[src/rtl/decoder2x4_hold.sv]
// ---------------------------------------------------------------------------
// decoder2x4_hold
//
// Registered 2-to-4 decoder with a per-code hold timer. A valid-qualified
// 2-bit code (from a 4-to-2 priority encoder's {Q1,Q0}/v outputs) drives the
// matching one-hot line for HOLD cycles. While a line is held, one further
// code can wait in a single-entry pending buffer. Codes that arrive while the
// buffer is full are dropped and flagged on overrun.
//
// Parameters:
//   HOLD      cycles each decoded line stays asserted (1..255)
//
// Ports:
//   clk       rising-edge clock
//   rst       synchronous, active-high reset
//   in_valid  code qualifier
//   in_code   encoded index; code k selects y[k]
//   in_ready  block can accept a code this cycle
//   y         one-hot decoded output, all-zero when idle
//   busy      a line is currently held
//   overrun   high in the cycle a presented code is dropped
//
// Optional feature (macro DECODER2X4_MERGE_EN):
//   When defined, a code equal to the line currently held restarts the hold
//   timer instead of being queued. It is accepted even if the pending buffer
//   is full.
// ---------------------------------------------------------------------------
module decoder2x4_hold #(
    parameter int HOLD = 4
) (
    input  logic       clk,
    input  logic       rst,
    input  logic       in_valid,
    input  logic [1:0] in_code,
    output logic       in_ready,
    output logic [3:0] y,
    output logic       busy,
    output logic       overrun
);

    localparam logic [0:0] S_IDLE = 1'b0;
    localparam logic [0:0] S_HOLD = 1'b1;

    // The counter runs from HOLD-1 down to 0, which gives exactly HOLD cycles.
    localparam logic [7:0] RELOAD = 8'(HOLD - 1);

    logic [0:0] state_reg, state_next;
    logic [7:0] cnt_reg, cnt_next;
    logic [3:0] y_reg, y_next;
    logic [1:0] pend_code_reg, pend_code_next;
    logic       pend_valid_reg, pend_valid_next;

    logic [3:0] dec_in;
    logic [3:0] dec_pend;
    logic       merge_hit;
    logic       accept;

    // One-hot decode of the incoming code and of the pending code.
    generate
        for (genvar gi = 0; gi < 4; gi++) begin : g_decode
            assign dec_in[gi]   = (in_code == 2'(gi));
            assign dec_pend[gi] = (pend_code_reg == 2'(gi));
        end
    endgenerate

`ifdef DECODER2X4_MERGE_EN
    // y_reg is one-hot while holding, so an overlap with the decoded input
    // means the incoming code matches the held line.
    assign merge_hit = (state_reg == S_HOLD) && ((y_reg & dec_in) != 4'b0000);
`else
    assign merge_hit = 1'b0;
`endif

    assign in_ready = !pend_valid_reg || merge_hit;
    assign accept   = in_valid && in_ready;
    assign overrun  = in_valid && !in_ready;
    assign busy     = (state_reg == S_HOLD);
    assign y        = y_reg;

    always_comb begin
        state_next      = state_reg;
        cnt_next        = cnt_reg;
        y_next          = y_reg;
        pend_code_next  = pend_code_reg;
        pend_valid_next = pend_valid_reg;

        case (state_reg)
            S_IDLE: begin
                if (accept) begin
                    y_next     = dec_in;
                    cnt_next   = RELOAD;
                    state_next = S_HOLD;
                end
            end
            default: begin
                if (accept && merge_hit) begin
                    // Same code again: stretch the current pulse.
                    cnt_next = RELOAD;
                end else if (cnt_reg != 8'd0) begin
                    cnt_next = cnt_reg - 8'd1;
                    if (accept) begin
                        pend_code_next  = in_code;
                        pend_valid_next = 1'b1;
                    end
                end else if (pend_valid_reg) begin
                    y_next          = dec_pend;
                    cnt_next        = RELOAD;
                    pend_valid_next = 1'b0;
                end else if (accept) begin
                    // Bypass the empty buffer so back-to-back codes leave no gap.
                    y_next   = dec_in;
                    cnt_next = RELOAD;
                end else begin
                    y_next     = 4'b0000;
                    state_next = S_IDLE;
                end
            end
        endcase
    end

    always_ff @(posedge clk) begin
        if (rst) begin
            state_reg      <= S_IDLE;
            cnt_reg        <= 8'd0;
            y_reg          <= 4'b0000;
            pend_code_reg  <= 2'b00;
            pend_valid_reg <= 1'b0;
        end else begin
            state_reg      <= state_next;
            cnt_reg        <= cnt_next;
            y_reg          <= y_next;
            pend_code_reg  <= pend_code_next;
            pend_valid_reg <= pend_valid_next;
        end
    end

endmodule

[config.mk]
export PLATFORM = sky130hd
export DESIGN_NAME = decoder2x4_hold
export DESIGN_NICKNAME = d
export VERILOG_FILES = /design/src/rtl/decoder2x4_hold.sv
export SDC_FILE = /design/constraint.sdc
export NUM_CORES = 1
export LEC_CHECK = 0
export CORE_MARGIN = 8
export CORE_UTILIZATION = 56
export CTS_CLUSTER_SIZE = 28
export DETAILED_ROUTE_END_ITERATION = 12
export GPL_TIMING_DRIVEN = 1
export PLACE_DENSITY_LB_ADDON = 0.08
export SYNTH_ARGS = -nofsm -noshare
export SYNTH_HDL_FRONTEND = slang
export SYNTH_SLANG_ARGS = --single-unit
[constraint.sdc]
create_clock -name clk -period 2.75 [get_ports clk]
set_input_delay 0.825 -clock clk [delete_from_list [all_inputs] [get_ports clk]]
set_output_delay 0.825 -clock clk [all_outputs]
set_load 0.05 [all_outputs]
; ---- After elaboration in Yosys (flattened, before gate mapping)
; Index checks and enable logic that the tools add are counted.
; W data, S select, Z words.
[op_classes]
shift = 0
n_mux = 15
multipliers = 0
eq_ne = 8
bitwise = 0
magnitude_cmp = 0
reduce_logical = 10
n_addsub = 1
div_mod_pow = 0
[ops]
columns = op, count
row1 = $mux W8, 4
row2 = $mux W4, 5
row3 = $eq A2 B2 Y1 const B, 4
row4 = $reduce_bool A8 Y1, 1
row5 = $sub A8 B1 Y8 const B, 1
row6 = $mux W1, 6
row7 = $eq A2 B1 Y1 const B, 2
row8 = $logic_not A2 Y1, 2
row9 = $ne A2 B2 Y1 const B, 2
row10 = $reduce_and A2 Y1, 2
row11 = $reduce_and A3 Y1, 1
row12 = $logic_and A1 B1 Y1, 2
row13 = $reduce_bool A2 Y1, 1
row14 = $logic_not A1 Y1, 1
[totals]
output_inout_bits = 7
mem_bits_ro = 0
latchBits = 0
register_bits = 16
wordCells = 39
mem_count = 0
ram_bits = 0
input_bits = 5

; ---- Depth between registers and ports, before layout
[logic_depth]
word_depth = 6
mapped_depth = 6
mapped_depth_nobuf = 5

; ---- Worst setup path after synthesis
; No wires, ideal clock.
[synth_timing]
path_type = in2out
from = input port in_valid
to = output port overrun
setup_slack_ns = 0.688
required_time_ns = 1.925
arrival_time_ns = 1.237
path_stages = 1
n_path_buf = 0
path_cell_list = and2_1
[synth_between]
elab_chain_len = 1
[synth_rtl]
columns = item, line
row1 = from (decl), 33  ; input logic in_valid,
row2 = $logic_and A1 B1 Y1, 76  ; assign overrun = in_valid && !in_ready;
row3 = to (decl), 38  ; output logic overrun
; No other way between the ends.

; ---- Worst setup path in the final report
; Same ends and word-level chain as after synthesis.

==> impl_metrics.toml <==
[power_and_ir_drop]
power.switching_mw = 0.230
internal_power_mw = 0.420
p_sw_frac = 0.354
p_seq_frac = 0.431
p_leak_nw = 0.355
irDropWorstVdd_mv = 0.370
p_total_mw = 0.650
pwr-share-clk = 0.244
power_density_nw_per_um2 = 622
p_comb_frac = 0.325

[clock_tree]
clkSinkCount = 16
worstSkewPairLatency_ns = 0.29
cts_root_buf = "clkbuf_4"
h-tree-depth = 1
ctsHoldBuffers = 0
tritoncts = "yes"
cts_resized = 0
path_clk_slew_ns = 0.09
cts.path.max_buffers = 2
cts_buffers = 3
cts_setup_buffers = 0

[grt]
grt_use_total = 0.129
antenna_found_initial = 0
grt_pass1_vias = 758
grt_max_degree = 22
grt_pass1_wl_mm = 3.31
gr-total-overflow = 0

[yosys]
yosysUniqueCellTypes = 36
netlist_instances = 99
ys_ff_latch = 16
synth_edf_count = 0
postSynthAreaPerCell_um2 = 8.77
ys_warn_count = 0
yosysTopAreaCell = "dfxtp_1"
synth_top_cell_area_share = 0.369
syn_nets = 105
synth_flop_cell = "dfxtp_1"
synthArstFlopShare = 0
ys_seq_area_frac = 0.369
synth_area_um2 = 868
synth.area.top_cells = "dfxtp_1 (37%), a311oi_1 (10%), a21oi_1 (4.6%), nand2b_1 (4.3%), or4_1 (4.3%)"

[routing]
met3_length_um = 136
top_layer_used = "met4"
wl_met2_um = 978
wirelength_mm = 2.07
drc = 0
met1_length_um = 895
wl_per_cell_um = 16.1
dr.first_iter.drc_count = 15
dr.pass1.iters = 4
viasPerCell = 6.62
route.vias.total = 847
ant_nets = 0

[hold_path]
min_path_cells = 2
hold_end = "cnt_reg[2]"
min_from = "cnt_reg[2]"
hp-class = "flop to flop"

[worst_setup_path]
cp-end-kind = "output pin"
rr_endpoint = "cnt_reg[5]"
worstPathRequired_ns = 1.93
reg2reg_depth = 3
rrSetupSlack_ns = 0.78
cpMaxStageDelayCell = "clkdlybuf4s50_1"
path_max_fanout = 6
path_cells = "clkdlybuf4s50_1 -> and2_1 -> buf_12"
max_stage_delay_ns = 0.55
crit_type = "primary input to output pin"
cp.arrival_ns = 1.72
regToRegStartpoint = "busy"
start_kind = "primary input"

[timing]
worst_slew_pin_slew_ns = 0.691
finalSetupViolations = 0
hold_violations = 0
min_period_ns = 2.55
fin_setup_tns_ns = 0
finClkSkew_ns = 0.00342
rsz0062_at_grt = "false"
fmax_mhz = 392
slew_headroom = 0.538
drv_slew = 0
post-route-period-util = 0.927

[floorplan]
die_w_um = 55.4
core_area_um2 = 1470
initial_utilization = 0.590
ios = 12
die_area_um2 = 3070
row_count = 14
die_h_um = 55.4

[final_layout]
area_growth_pct = 20.5
nets = 119
largest_reg_flops = 8
post_route_cells_drive_above_1_share = 0.143
final_util = 0.711
fin_cells = 128
antenna_cells = 0

[placement]
dp_cells = 124
io_buffers = 11
dp_hpwl_mm = 1.46
gp_congestion = 0.820

[run_status]
status = "complete, no violations"

[job]
drv_cap = 0
-- metal layers --
layer | global-route usage | vias to the layer above
met5 | 0 | -
met2 | 0.204 | 28
met4 | 0.0845 | 0
met1 | 0.147 | 396
met3 | 0.0342 | 9
li1 | - | 414
-- logic make-up (layout without fill, tap and decap cells) --
logic type | after synthesis | after routing | synth area share
flops | 16 | 16 | 0.369
fa+ha+maj | 1 | 1 | 0.0144
mux | 2 | 2 | 0.0231
simple gates | 36 | 36 | 0.272
compound gates | 33 | 33 | 0.269
buf+inv | 11 | 24 | 0.0519
-- worst max path at each step --
stage                   from      end  slack (ns)  cells after the start
floorplan           in_valid  overrun        0.69                      1
global placement    in_valid  overrun        0.24                      3
detailed placement  in_valid  overrun        0.21                      3
CTS                 in_valid  overrun        0.21                      3
global route        in_valid  overrun        0.17                      3
finish              in_valid  overrun        0.20                      3
-- through the flow --
| step | area (um^2) | setup WS (ns) | hold WS, ns |
|---|---|---|---|
| after floorplan | 868 | 0.688 | 0.473 |
| final | 1050 | 0.200 | 0.513 |
| after global routing | 1050 | 0.169 | 0.542 |
| after detailed placement | 1010 | 0.206 | 0.504 |
| after global placement | 1010 | 0.235 | 0.487 |
| after CTS | 1050 | 0.205 | 0.518 |
-- layout by cell type (no fill, tap or decap), types with 3 or more instances in the layout --
master,netlist,final
dfxtp_1,16,16
a311oi_1,10,10
clkdlybuf4s50_1,0,9
a21oi_1,8,8
nand2b_1,6,6
or4_1,5,5
buf_4,0,5
inv_1,4,4
nor3_1,4,4
nand2_1,4,4
o21ai_0,3,3
o211ai_1,3,3
clkbuf_4,0,3
-- Yosys cell counts (2+ instances only) --
cell	instances
dfxtp_1	16
a311oi_1	10
a21oi_1	8
nand2b_1	6
or4_1	5
inv_1	4
nand2_1	4
nor3_1	4
buf_2	3
o211ai_1	3
o21ai_0	3
a211o_1	2
a211oi_1	2
a31o_2	2
clkbuf_1	2
mux2i_1	2
nand4b_1	2
or2_2	2
or4b_1	2
-- power groups by stage --
stage | clock network [mW] | registers, mW | logic [mW]
finish | 0.159 | 0.281 | 0.211
global route | 0.174 | 0.284 | 0.228
CTS | 0.163 | 0.280 | 0.212
detailed placement | 0 | 0.286 | 0.211
global placement | 0 | 0.284 | 0.206
floorplan | 0 | 0.307 | 0.121
-- cell type report --
type | count | area (um^2)
fillers | 129 | 425
multi-input cells | 72 | 503
flip-flops and latches | 16 | 320
clock buffers | 4 | 36.3
repair buffers | 15 | 148
inverters | 5 | 18.8
well taps | 16 | 20.0
-- worst max-delay path: cells and delay by family --
family                 cells  cell delay (ns)
buffers and inverters      2             0.69
and+or+nand+nor            1             0.20
No activity file was read; power rests on OpenSTA's default activity.
